`config.mk`:
```
export PLATFORM = sky130hd
export DESIGN_NAME = vx_commit_arb
export DESIGN_NICKNAME = d
export VERILOG_FILES = /design/src/rtl/vx_commit_arb.sv
export SDC_FILE = /design/constraint.sdc
export NUM_CORES = 1
export LEC_CHECK = 0
export ABC_CLOCK_PERIOD_IN_PS = 6330
export CAP_MARGIN = 20
export CELL_PAD_IN_SITES_DETAIL_PLACEMENT = 0
export CELL_PAD_IN_SITES_GLOBAL_PLACEMENT = 1
export CORE_MARGIN = 2
export CORE_UTILIZATION = 36
export CTS_CLUSTER_SIZE = 25
export DETAILED_ROUTE_END_ITERATION = 10
export PLACE_DENSITY_LB_ADDON = 0.1
export RECOVER_POWER = 50
export SLEW_MARGIN = 20
export SYNTH_ARGS = -nofsm -noshare
export SYNTH_HDL_FRONTEND = slang
export SYNTH_SLANG_ARGS = --single-unit
```
`constraint.sdc`:
```
create_clock -name clk_i -period 6.33 [get_ports clk_i]
set_clock_uncertainty 0.05 [all_clocks]
set_input_delay 0.633 -clock clk_i [delete_from_list [all_inputs] [get_ports clk_i]]
set_output_delay 0.633 -clock clk_i [all_outputs]
set_load 0.005 [all_outputs]
```
`src/rtl/vx_commit_arb.sv`:
```
// Purpose: merges NUM_SRCS execute-unit commit streams into one packet-aware writeback stream.
// Latency: 1 cycle from source accept to wb_valid_o; 1 beat/cycle sustained with wb_ready_i=1.
// Backpressure: a 2-entry elastic buffer absorbs writeback stalls; src_ready_o drops when it is full.
//
// Ports:
//   clk_i, reset_i (async, active-low)
//   src_valid_i/src_data_i/src_eop_i/src_ready_o : per-unit commit beats (unit i at [i*DATA_WIDTH +: DATA_WIDTH])
//   wb_valid_o/wb_data_o/wb_eop_o/wb_ready_i     : merged writeback stream
//   perf_stalls_o                                : cycles with a valid source but no accepted beat
module vx_commit_arb #(
  parameter int NUM_SRCS   = 4,
  parameter int DATA_WIDTH = 64
) (
  input  logic                           clk_i,
  input  logic                           reset_i,
  input  logic [NUM_SRCS-1:0]            src_valid_i,
  input  logic [NUM_SRCS*DATA_WIDTH-1:0] src_data_i,
  input  logic [NUM_SRCS-1:0]            src_eop_i,
  output logic [NUM_SRCS-1:0]            src_ready_o,
  output logic                           wb_valid_o,
  output logic [DATA_WIDTH-1:0]          wb_data_o,
  output logic                           wb_eop_o,
  input  logic                           wb_ready_i,
  output logic [31:0]                    perf_stalls_o
);

  localparam int IW = (NUM_SRCS > 1) ? $clog2(NUM_SRCS) : 1;

  typedef enum logic {IDLE, LOCKED} state_e;

  state_e                state_q, state_d;
  logic [IW-1:0]         lock_idx_q, lock_idx_d;
  logic [IW-1:0]         rr_ptr_q, rr_ptr_d;
  logic [1:0]            count_q, count_d;
  logic [DATA_WIDTH-1:0] head_dat_q, head_dat_d, tail_dat_q, tail_dat_d;
  logic                  head_eop_q, head_eop_d, tail_eop_q, tail_eop_d;
  logic [31:0]           stalls_q, stalls_d;

  logic [NUM_SRCS-1:0]   grant;
  logic [IW-1:0]         win_idx;
  logic [DATA_WIDTH-1:0] win_dat;
  logic                  win_eop;
  logic                  accept;
  logic                  pop;

  // Unlocked: first valid source scanning upward from rr_ptr+1 (wrapping).
  // Locked: the packet owner keeps the grant even while it is not valid.
  always_comb begin
    int   idx;
    logic found;
    grant   = '0;
    win_idx = '0;
    found   = 1'b0;
    idx     = 0;
    if (state_q == LOCKED) begin
      grant[lock_idx_q] = 1'b1;
      win_idx           = lock_idx_q;
    end else begin
      for (int k = 1; k <= NUM_SRCS; k++) begin
        idx = int'(rr_ptr_q) + k;
        if (idx >= NUM_SRCS) idx = idx - NUM_SRCS;
        if (!found && src_valid_i[IW'(idx)]) begin
          found            = 1'b1;
          grant[IW'(idx)]  = 1'b1;
          win_idx          = IW'(idx);
        end
      end
    end
  end

  assign src_ready_o = grant & src_valid_i
                     & {NUM_SRCS{count_q != 2'd2}}
                     & {NUM_SRCS{reset_i}};
  assign accept      = |src_ready_o;
  assign pop         = (count_q != 2'd0) && wb_ready_i;

  always_comb begin
    win_dat = '0;
    win_eop = 1'b0;
    for (int i = 0; i < NUM_SRCS; i++) begin
      if (win_idx == IW'(i)) begin
        win_dat = src_data_i[i*DATA_WIDTH +: DATA_WIDTH];
        win_eop = src_eop_i[i];
      end
    end
  end

  // Lock FSM, round-robin pointer and stall counter.
  always_comb begin
    state_d    = state_q;
    lock_idx_d = lock_idx_q;
    rr_ptr_d   = rr_ptr_q;
    stalls_d   = stalls_q;
    if (accept) begin
      if (win_eop) begin
        state_d  = IDLE;
        rr_ptr_d = win_idx;
      end else begin
        state_d    = LOCKED;
        lock_idx_d = win_idx;
      end
    end else if (|src_valid_i) begin
      stalls_d = stalls_q + 32'd1;
    end
  end

  // Elastic buffer as head/tail registers; the head drives the writeback
  // outputs directly so they are register outputs.
  always_comb begin
    count_d    = count_q;
    head_dat_d = head_dat_q;
    head_eop_d = head_eop_q;
    tail_dat_d = tail_dat_q;
    tail_eop_d = tail_eop_q;
    if (accept && pop) begin
      // Only reachable at count 1: the new beat becomes the head.
      head_dat_d = win_dat;
      head_eop_d = win_eop;
    end else if (accept) begin
      count_d = count_q + 2'd1;
      if (count_q == 2'd0) begin
        head_dat_d = win_dat;
        head_eop_d = win_eop;
      end else begin
        tail_dat_d = win_dat;
        tail_eop_d = win_eop;
      end
    end else if (pop) begin
      count_d = count_q - 2'd1;
      if (count_q == 2'd2) begin
        head_dat_d = tail_dat_q;
        head_eop_d = tail_eop_q;
      end
    end
  end

  always_ff @(posedge clk_i or negedge reset_i) begin
    if (!reset_i) begin
      state_q    <= IDLE;
      lock_idx_q <= '0;
      rr_ptr_q   <= IW'(NUM_SRCS - 1);
      count_q    <= 2'd0;
      head_dat_q <= '0;
      head_eop_q <= 1'b0;
      tail_dat_q <= '0;
      tail_eop_q <= 1'b0;
      stalls_q   <= 32'd0;
    end else begin
      state_q    <= state_d;
      lock_idx_q <= lock_idx_d;
      rr_ptr_q   <= rr_ptr_d;
      count_q    <= count_d;
      head_dat_q <= head_dat_d;
      head_eop_q <= head_eop_d;
      tail_dat_q <= tail_dat_d;
      tail_eop_q <= tail_eop_d;
      stalls_q   <= stalls_d;
    end
  end

  assign wb_valid_o    = (count_q != 2'd0);
  assign wb_data_o     = head_dat_q;
  assign wb_eop_o      = head_eop_q;
  assign perf_stalls_o = stalls_q;

endmodule

```
==> impl_metrics.xml, run 1 <==
<?xml version="1.0" encoding="UTF-8"?>
<metrics>
  <group name="synth">
    <metric name="asyncSetResetFlopFracSynth" unit="%">100</metric>
    <metric name="synth.largest_area_cell" unit="">sky130_fd_sc_hd__dfrtp_1</metric>
    <metric name="post_synth_instance_area" unit="mm²">0.0106</metric>
    <metric name="synthCells" unit="">869</metric>
    <metric name="synthDistinctLibCells" unit="">55</metric>
    <metric name="synth.net_count" unit="">1148</metric>
    <metric name="synth_ff_type" unit="">sky130_fd_sc_hd__dfrtp_1</metric>
    <metric name="ys_seq_elements" unit="">169</metric>
    <metric name="synth_enable_flop_cells" unit="">0</metric>
    <metric name="ys_top_cells_by_count" unit="">sky130_fd_sc_hd__mux2i_1 (198), sky130_fd_sc_hd__dfrtp_1 (167), sky130_fd_sc_hd__mux2_2 (83)</metric>
    <metric name="synth.most_common_cell" unit="">sky130_fd_sc_hd__mux2i_1</metric>
    <metric name="synth-warning-count" unit="">0</metric>
    <metric name="post_synth.cell_area_avg" unit="µm²">12.3</metric>
    <metric name="yosys-top-cells-area" unit="">sky130_fd_sc_hd__dfrtp_1 (39%), sky130_fd_sc_hd__mux2i_1 (19%), sky130_fd_sc_hd__mux2_2 (8.8%)</metric>
    <metric name="synth.top_cell.area_share" unit="%">39.2</metric>
    <metric name="seq_area_frac_synth" unit="%">39.7</metric>
  </group>
  <group name="clock_tree">
    <metric name="cts_inserted_buffers" unit="">17</metric>
    <metric name="tritoncts" unit="">built</metric>
    <metric name="clk_pin_slew" unit="ns">0.07</metric>
    <metric name="htreeDepth" unit="">4</metric>
    <metric name="setup_fix_bufs_post_cts" unit="">0</metric>
    <metric name="post_cts_hold_buffer_count" unit="">0</metric>
    <metric name="clock_path_buffers" unit="">2</metric>
    <metric name="clock_sinks" unit="">169</metric>
    <metric name="worstSkewPairLatency" unit="ns">0.43</metric>
    <metric name="ctsRootBufferMaster" unit="">sky130_fd_sc_hd__clkbuf_16</metric>
    <metric name="postCtsResizedCells" unit="">0</metric>
  </group>
  <group name="setup_path">
    <metric name="slowest_stage" unit="">sky130_fd_sc_hd__dfstp_2</metric>
    <metric name="crit_top_cell" unit="">sky130_fd_sc_hd__ha_1</metric>
    <metric name="reg2reg_depth" unit="">14</metric>
    <metric name="path_cells" unit="">inv_1 -&gt; ha_1 -&gt; mux4_2 -&gt; nor2_2 -&gt; o221ai_1 -&gt; o2111a_1 -&gt; nor4_4 -&gt; nand2_4 -&gt; inv_2 -&gt; ha_1 -&gt; a211o_1 -&gt; o32a_2 -&gt; buf_4 -&gt; mux2_4</metric>
    <metric name="r2r_start" unit="">rr_ptr_q[0]</metric>
    <metric name="endpoint_kind" unit="">register</metric>
    <metric name="required_time_of_the_critical_path" unit="ns">6.59</metric>
    <metric name="critical_path.reg2reg.endpoint" unit="">wb_data_o[17]</metric>
    <metric name="setup.worst_path.start_class" unit="">register</metric>
    <metric name="critPathMaxFanout" unit="">40</metric>
    <metric name="worst-endpoint-arrival" unit="ns">5.19</metric>
    <metric name="path_class" unit="">reg2reg</metric>
    <metric name="cpPeakStageDelay" unit="ns">0.84</metric>
    <metric name="regToRegSetupSlack" unit="ns">1.39</metric>
  </group>
  <group name="timing">
    <metric name="worst_slew_margin_rel" unit="%">-152</metric>
    <metric name="setup_viol" unit="">0</metric>
    <metric name="layout_setup_ws" unit="ns">1.39</metric>
    <metric name="unrepaired_setup_endpoints_after_global_routing" unit="">no</metric>
    <metric name="setup_total_negative_slack" unit="ns">0</metric>
    <metric name="worst-slew-pin-transition" unit="ns">3.77</metric>
    <metric name="fin_crit_sh" unit="%">78.0</metric>
    <metric name="final_hold_violation_count" unit="">0</metric>
    <metric name="final_period_minus_worst_setup_slack" unit="ns">4.94</metric>
    <metric name="slew_violations" unit="">71</metric>
    <metric name="maxClockFrequency" unit="MHz">203</metric>
  </group>
  <group name="routing">
    <metric name="detailedRoute.firstPassIterationCount" unit="">4</metric>
    <metric name="post_drt_wl_per_cell" unit="µm">18.6</metric>
    <metric name="vias_per_cell" unit="">5.03</metric>
    <metric name="routed_wl" unit="mm">29.9</metric>
    <metric name="drc_errors" unit="">0</metric>
    <metric name="drt.antenna.violating_nets" unit="">0</metric>
    <metric name="drtIter0Drc" unit="">304</metric>
    <metric name="routed-via-count" unit="">8078</metric>
  </group>
  <group name="global_route">
    <metric name="top_usage_layer_grt" unit="">met2</metric>
    <metric name="grt_first_pass_wirelength" unit="mm">47.0</metric>
    <metric name="globalRouteTotalUtil" unit="%">19.4</metric>
    <metric name="global_route.usage.met1" unit="%">23.8</metric>
    <metric name="initial_antenna_violation_count" unit="">0</metric>
    <metric name="via_count_of_the_first_global_routing_pass" unit="">8317</metric>
    <metric name="groute.layer.met2.usage" unit="%">34.1</metric>
    <metric name="pin_count_of_the_biggest_net_entering_global_routing" unit="">71</metric>
    <metric name="global_route_congestion_overflow_total" unit="">0</metric>
    <metric name="globalRouteMet3Util" unit="%">5.12</metric>
  </group>
  <group name="floorplanning">
    <metric name="fp.coreArea" unit="mm²">0.0289</metric>
    <metric name="initial_core_util" unit="%">36.8</metric>
    <metric name="die_outline_area" unit="mm²">0.0310</metric>
    <metric name="ioPinCount" unit="">369</metric>
    <metric name="die_y" unit="µm">176</metric>
    <metric name="die_w" unit="µm">176</metric>
    <metric name="number_of_standard_cell_rows_in_the_floorplan" unit="">62</metric>
  </group>
  <group name="placed_design">
    <metric name="placed_cell_area" unit="mm²">0.0146</metric>
    <metric name="pre_cts_ws" unit="ns">1.38</metric>
    <metric name="routabilityCongestion" unit="">0.809</metric>
    <metric name="dp_hpwl" unit="mm">21.5</metric>
    <metric name="buffer_ports.inserted" unit="">368</metric>
  </group>
  <group name="power">
    <metric name="total_power" unit="W">0.00815</metric>
    <metric name="peakVddDrop" unit="V">0.000306</metric>
    <metric name="cellPowerDensity" unit="mW/mm²">538</metric>
    <metric name="static-leakage-power" unit="nW">6.63</metric>
  </group>
  <group name="layout">
    <metric name="layout-drive-gt1-share" unit="%">16.0</metric>
    <metric name="nNetsFinal" unit="">1488</metric>
    <metric name="insertedDiodeCount" unit="">0</metric>
    <metric name="area_growth_syn_to_layout" unit="%">42.3</metric>
    <metric name="final_area" unit="mm²">0.0152</metric>
  </group>
  <group name="status">
    <metric name="violations" unit="">max-capacitance violations, max-slew violations</metric>
    <metric name="status" unit="">finished, violations left</metric>
  </group>
  <group name="worst_hold_path">
    <metric name="worstHoldPathType" unit="">in2async</metric>
  </group>
  <group name="job">
    <metric name="cap_viol_max_count" unit="">1</metric>
  </group>
</metrics>
metrics by stage:
step / hold WS [ns] / util [%] / std cells
6_report: 0.0696 / 52.4 / 1606
5_1_grt: 0.0829 / 52.4 / 1606
4_1_cts: 0.0779 / 52.4 / 1606
3_5_place_dp: 0.418 / 50.4 / 1574
3_3_place_gp: 0.410 / 50.4 / 1574
2_1_floorplan: 0.287 / - / 869
power breakdown:
part | internal [W] | switching (W) | leakage [nW]
sequential | 0.00161 | 0.000337 | 2.01
clock | 0.000528 | 0.000504 | 0.284
combinational | 0.00281 | 0.00236 | 4.33
total | 0.00495 | 0.00320 | 6.63
how the worst max path moves through the flow:
stage               depth (start not counted)         from             to  slack, ns
floorplan                                  17  rr_ptr_q[1]   wb_data_o[0]       1.87
detailed placement                         14  rr_ptr_q[0]   wb_data_o[4]       1.38
global route                               14  rr_ptr_q[0]  wb_data_o[38]       1.01
global placement                           14  rr_ptr_q[0]  wb_data_o[13]       1.51
CTS                                        14  rr_ptr_q[0]  wb_data_o[17]       1.38
finish                                     14  rr_ptr_q[0]  wb_data_o[17]       1.39
kinds of logic after synthesis:
kind of cell	share of synthesized area, %
multiplexers	42.1
flip-flops	39.7
AND/OR/NAND/NOR	7.43
buffers and inverters	3.94
AO/OA/AOI/OAI	2.73
XOR/XNOR	2.71
adder cells (fa/ha/maj)	1.41
per-layer routing:
metal,wire (µm),vias up
met3,1740,21
met4,333,0
met2,15400,213
met5,0,-
li1,-,3866
met1,12400,3978
flip-flops by register name (all words and copies together), names as in the netlist:
name	flops
count_q	2
perf_stalls_o	32
wb_eop_o	1
tail_dat_q	64
lock_idx_q	2
state_q	1
rr_ptr_q	2
wb_data_o	64
tail_eop_q	1
final cells by class:
type                    instances  area (µm²)
multi-input cells             629        6020
well taps                     384         480
clock buffers                  17         425
fillers                      2578       13800
clock inverters                15         154
flip-flops and latches        169        4230
repair buffers                379        3800
inverters                      13        48.8
cell usage in the layout (no fill, tap or decap), drive strengths merged, types with 3 or more instances in the layout:
cell type      instances
nand3                 24
xor2                  19
nor2b                  4
mux2i                198
a22oi                  3
a21oi                 10
mux2                 199
buf                   11
nor3                  14
ha                    12
clkdlybuf4s50        269
nor4                   8
o21ai                  8
dlygate4sd3           98
nor2                  19
mux4                   3
dfrtp                167
nand4                 16
o2111ai                3
clkinv                 6
clkbuf                18
nand2                 32
xnor2                 14
and3                   7
nand2b                 8
inv                   21
worst max-delay path, delay by kind of cell (launching register included):
family	cells	cell delay, ns
compound gates	4	0.69
fa+ha+maj	2	0.80
buf+inv	3	1.04
flops	1	0.84
mux	2	0.81
simple gates	3	0.53
No activity file was read; power rests on OpenSTA's default activity.
==> run 2, diff against run 1 <==
ABC_CLOCK_PERIOD_IN_PS = 4200   (was 6330)
CORE_UTILIZATION = 32   (was 36)
clock period = 4.2 ns   (was 6.33 ns; I/O delays follow)
==> run 2 against run 1 <==
  * The flow still finishes with violations (max-capacitance violations, max-slew violations)
  * Clock-buffer cell count increased by 2
  * Sequential power increased by 48%
  * Wire length increased by 3.1%
  * Hold slack improved by 0.31 ns
  * Flip-flop and latch count unchanged
  * Register-to-register slack got worse by 1.2 ns
  * Die area increased by 12%
  * Cell count increased by 5.1%
  * Critical path type unchanged
==> impl_metrics.xml, run 2 (synthesized netlist as in run 1, its figures left out) <==
<?xml version="1.0" encoding="UTF-8"?>
<metrics>
  <group name="power">
    <metric name="share_seq_of_total_power" unit="%">22.5</metric>
    <metric name="switchingPower" unit="W">0.00489</metric>
    <metric name="static-leakage-power" unit="nW">6.80</metric>
    <metric name="clock_network_power_share" unit="%">13.1</metric>
    <metric name="peakVddDrop" unit="V">0.000526</metric>
    <metric name="comb_power_share" unit="%">64.4</metric>
    <metric name="internal-power" unit="W">0.00790</metric>
    <metric name="sw_frac_of_total" unit="%">38.2</metric>
    <metric name="total_power" unit="W">0.0128</metric>
    <metric name="cellPowerDensity" unit="mW/mm²">822</metric>
  </group>
  <group name="setup_path">
    <metric name="critical_path.reg2reg.endpoint" unit="">wb_data_o[55]</metric>
    <metric name="r2r_start" unit="">rr_ptr_q[1]</metric>
    <metric name="cp.buffers_inverters" unit="">3</metric>
    <metric name="setup.worst_path.start_class" unit="">register</metric>
    <metric name="reg2reg_depth" unit="">12</metric>
    <metric name="critPathMaxFanout" unit="">19</metric>
    <metric name="required_time_of_the_critical_path" unit="ns">4.45</metric>
    <metric name="top_family_by_delay_on_critical_path" unit="">multiplexers</metric>
    <metric name="worst-endpoint-arrival" unit="ns">4.22</metric>
    <metric name="path_class" unit="">reg2reg</metric>
    <metric name="slowest_stage" unit="">sky130_fd_sc_hd__dfstp_2</metric>
    <metric name="path_cells" unit="">inv_1 -&gt; ha_4 -&gt; mux2i_2 -&gt; a32o_1 -&gt; nand2_1 -&gt; o311ai_4 -&gt; buf_4 -&gt; buf_12 -&gt; mux2i_1 -&gt; mux2i_1 -&gt; mux2_2 -&gt; mux2_4</metric>
    <metric name="endpoint_kind" unit="">register</metric>
    <metric name="crit_top_cell" unit="">sky130_fd_sc_hd__mux2i_1</metric>
    <metric name="regToRegSetupSlack" unit="ns">0.23</metric>
    <metric name="cpPeakStageDelay" unit="ns">0.52</metric>
  </group>
  <group name="layout">
    <metric name="area_growth_syn_to_layout" unit="%">46.2</metric>
    <metric name="fin_util" unit="%">47.7</metric>
    <metric name="insertedDiodeCount" unit="">0</metric>
    <metric name="layout-drive-gt1-share" unit="%">17.7</metric>
    <metric name="layout_commonest_cell" unit="">sky130_fd_sc_hd__clkdlybuf4s50_1</metric>
    <metric name="fin_cells" unit="">1688</metric>
    <metric name="n_fill_cell" unit="">2993</metric>
    <metric name="layout.cells.most_common_list" unit="">sky130_fd_sc_hd__clkdlybuf4s50_1 (269), sky130_fd_sc_hd__mux2i_1 (197), sky130_fd_sc_hd__dfrtp_1 (167)</metric>
    <metric name="nNetsFinal" unit="">1512</metric>
  </group>
  <group name="floorplanning">
    <metric name="die_y" unit="µm">186</metric>
    <metric name="initial_core_util" unit="%">32.6</metric>
    <metric name="die_w" unit="µm">186</metric>
    <metric name="ioPinCount" unit="">369</metric>
    <metric name="number_of_standard_cell_rows_in_the_floorplan" unit="">66</metric>
    <metric name="die_outline_area" unit="mm²">0.0348</metric>
    <metric name="fp.coreArea" unit="mm²">0.0326</metric>
  </group>
  <group name="routing">
    <metric name="detailedRoute.firstPassIterationCount" unit="">4</metric>
    <metric name="routed_wl" unit="mm">30.9</metric>
    <metric name="drt.antenna.violating_nets" unit="">0</metric>
    <metric name="post_drt_wl_per_cell" unit="µm">18.3</metric>
    <metric name="drc_errors" unit="">0</metric>
    <metric name="drtIter0Drc" unit="">275</metric>
    <metric name="routed-via-count" unit="">8130</metric>
    <metric name="vias_per_cell" unit="">4.82</metric>
  </group>
  <group name="global_route">
    <metric name="global_route_congestion_overflow_total" unit="">0</metric>
    <metric name="initial_antenna_violation_count" unit="">0</metric>
    <metric name="grt_first_pass_wirelength" unit="mm">48.6</metric>
    <metric name="pin_count_of_the_biggest_net_entering_global_routing" unit="">75</metric>
    <metric name="globalRouteTotalUtil" unit="%">17.7</metric>
    <metric name="via_count_of_the_first_global_routing_pass" unit="">8671</metric>
  </group>
  <group name="clock_tree">
    <metric name="clock_path_buffers" unit="">2</metric>
    <metric name="htreeDepth" unit="">4</metric>
    <metric name="clk_pin_slew" unit="ns">0.07</metric>
    <metric name="cts_inserted_buffers" unit="">17</metric>
    <metric name="worstSkewPairLatency" unit="ns">0.42</metric>
    <metric name="tritoncts" unit="">built</metric>
    <metric name="ctsRootBufferMaster" unit="">sky130_fd_sc_hd__clkbuf_16</metric>
    <metric name="clock_sinks" unit="">169</metric>
  </group>
  <group name="timing">
    <metric name="setup_viol" unit="">0</metric>
    <metric name="setup_total_negative_slack" unit="ns">0</metric>
    <metric name="final_hold_violation_count" unit="">0</metric>
    <metric name="fin_crit_sh" unit="%">94.6</metric>
    <metric name="slew_violations" unit="">35</metric>
    <metric name="final_period_minus_worst_setup_slack" unit="ns">3.97</metric>
    <metric name="unrepaired_setup_endpoints_after_global_routing" unit="">no</metric>
    <metric name="worst_slew_margin_rel" unit="%">-37.1</metric>
    <metric name="maxClockFrequency" unit="MHz">252</metric>
    <metric name="finalHoldWorstSlack" unit="ns">0.378</metric>
    <metric name="worst-slew-pin-transition" unit="ns">2.06</metric>
  </group>
  <group name="status">
    <metric name="status" unit="">finished, violations left</metric>
    <metric name="violations" unit="">max-capacitance violations, max-slew violations</metric>
  </group>
  <group name="placed_design">
    <metric name="routabilityCongestion" unit="">0.815</metric>
    <metric name="placed_cells_incl_taps" unit="">1654</metric>
    <metric name="buffer_ports.inserted" unit="">368</metric>
    <metric name="dp_hpwl" unit="mm">23.1</metric>
  </group>
  <group name="worst_hold_path">
    <metric name="worstHoldPathType" unit="">in2async</metric>
  </group>
  <group name="job">
    <metric name="cap_viol_max_count" unit="">1</metric>
  </group>
</metrics>
run 2: cell types whose count changed in the layout (fill, tap and decap cells not counted), moves of 2 or more:
cell / before / now
sky130_fd_sc_hd__inv_8: 5 / 2
sky130_fd_sc_hd__clkbuf_1: 1 / 3
sky130_fd_sc_hd__clkinv_8: 2 / 0
sky130_fd_sc_hd__bufinv_16: 0 / 3
sky130_fd_sc_hd__buf_4: 7 / 23
sky130_fd_sc_hd__buf_12: 3 / 10
run 2: worst max-delay path by stage:
stage                               end  cells after the start            from  slack [ns]
after floorplan            wb_data_o[0]                     18     rr_ptr_q[1]       0.006
after global placement    wb_data_o[55]                     12  src_valid_i[2]       -0.05
after detailed placement  wb_data_o[55]                     12  src_valid_i[2]       0.008
after CTS                 wb_data_o[55]                     12     rr_ptr_q[1]       0.009
after global routing      wb_data_o[55]                     12     rr_ptr_q[1]        0.02
final                     wb_data_o[55]                     12     rr_ptr_q[1]        0.23
run 2: power groups by stage:
stage,sequential (W),clock (W),combinational [W]
2_1_floorplan,0.00284,0,0.00599
3_3_place_gp,0.00291,0,0.00846
3_5_place_dp,0.00292,0,0.00853
4_1_cts,0.00291,0.00172,0.00855
5_1_grt,0.00299,0.00179,0.00896
6_report,0.00288,0.00167,0.00824
run 2: cell type report:
| type | count | area (µm²) | area share [%] |
|---|---|---|---|
| flip-flops and latches | 169 | 4230 | 27.2 |
| multi-input cells | 629 | 6040 | 38.8 |
| repair buffers | 403 | 4070 | 26.2 |
| inverters | 13 | 48.8 | 0.313 |
| clock inverters | 13 | 181 | 1.17 |
| well taps | 442 | 553 | 3.55 |
| clock buffers | 19 | 433 | 2.78 |
run 2: timing repair:
item / 4_1_cts / 5_1_grt
hold endpoints to repair: 23 / 0
setup buffers: 0 / 0
hold buffers: 1 / 0
gates resized for setup: 0 / 2
setup endpoints to repair: 0 / 59
run 2: per-stage QoR:
stage                     instance area [µm²]  setup slack, ns
after floorplan                         10700          0.00641
after global placement                  14900          -0.0463
after detailed placement                14900          0.00835
after CTS                               15500          0.00911
after global routing                    15600           0.0239
final                                   15600            0.226
run 2: routing by layer:
layer | track usage (%) | part of all wire [%] | vias to the layer above
li1 | - | - | 3919
met1 | 21.1 | 42 | 3978
met2 | 30.8 | 51 | 201
met3 | 4.87 | 5.6 | 32
met4 | 5.82 | 2.0 | 0
met5 | 0 | 0 | -
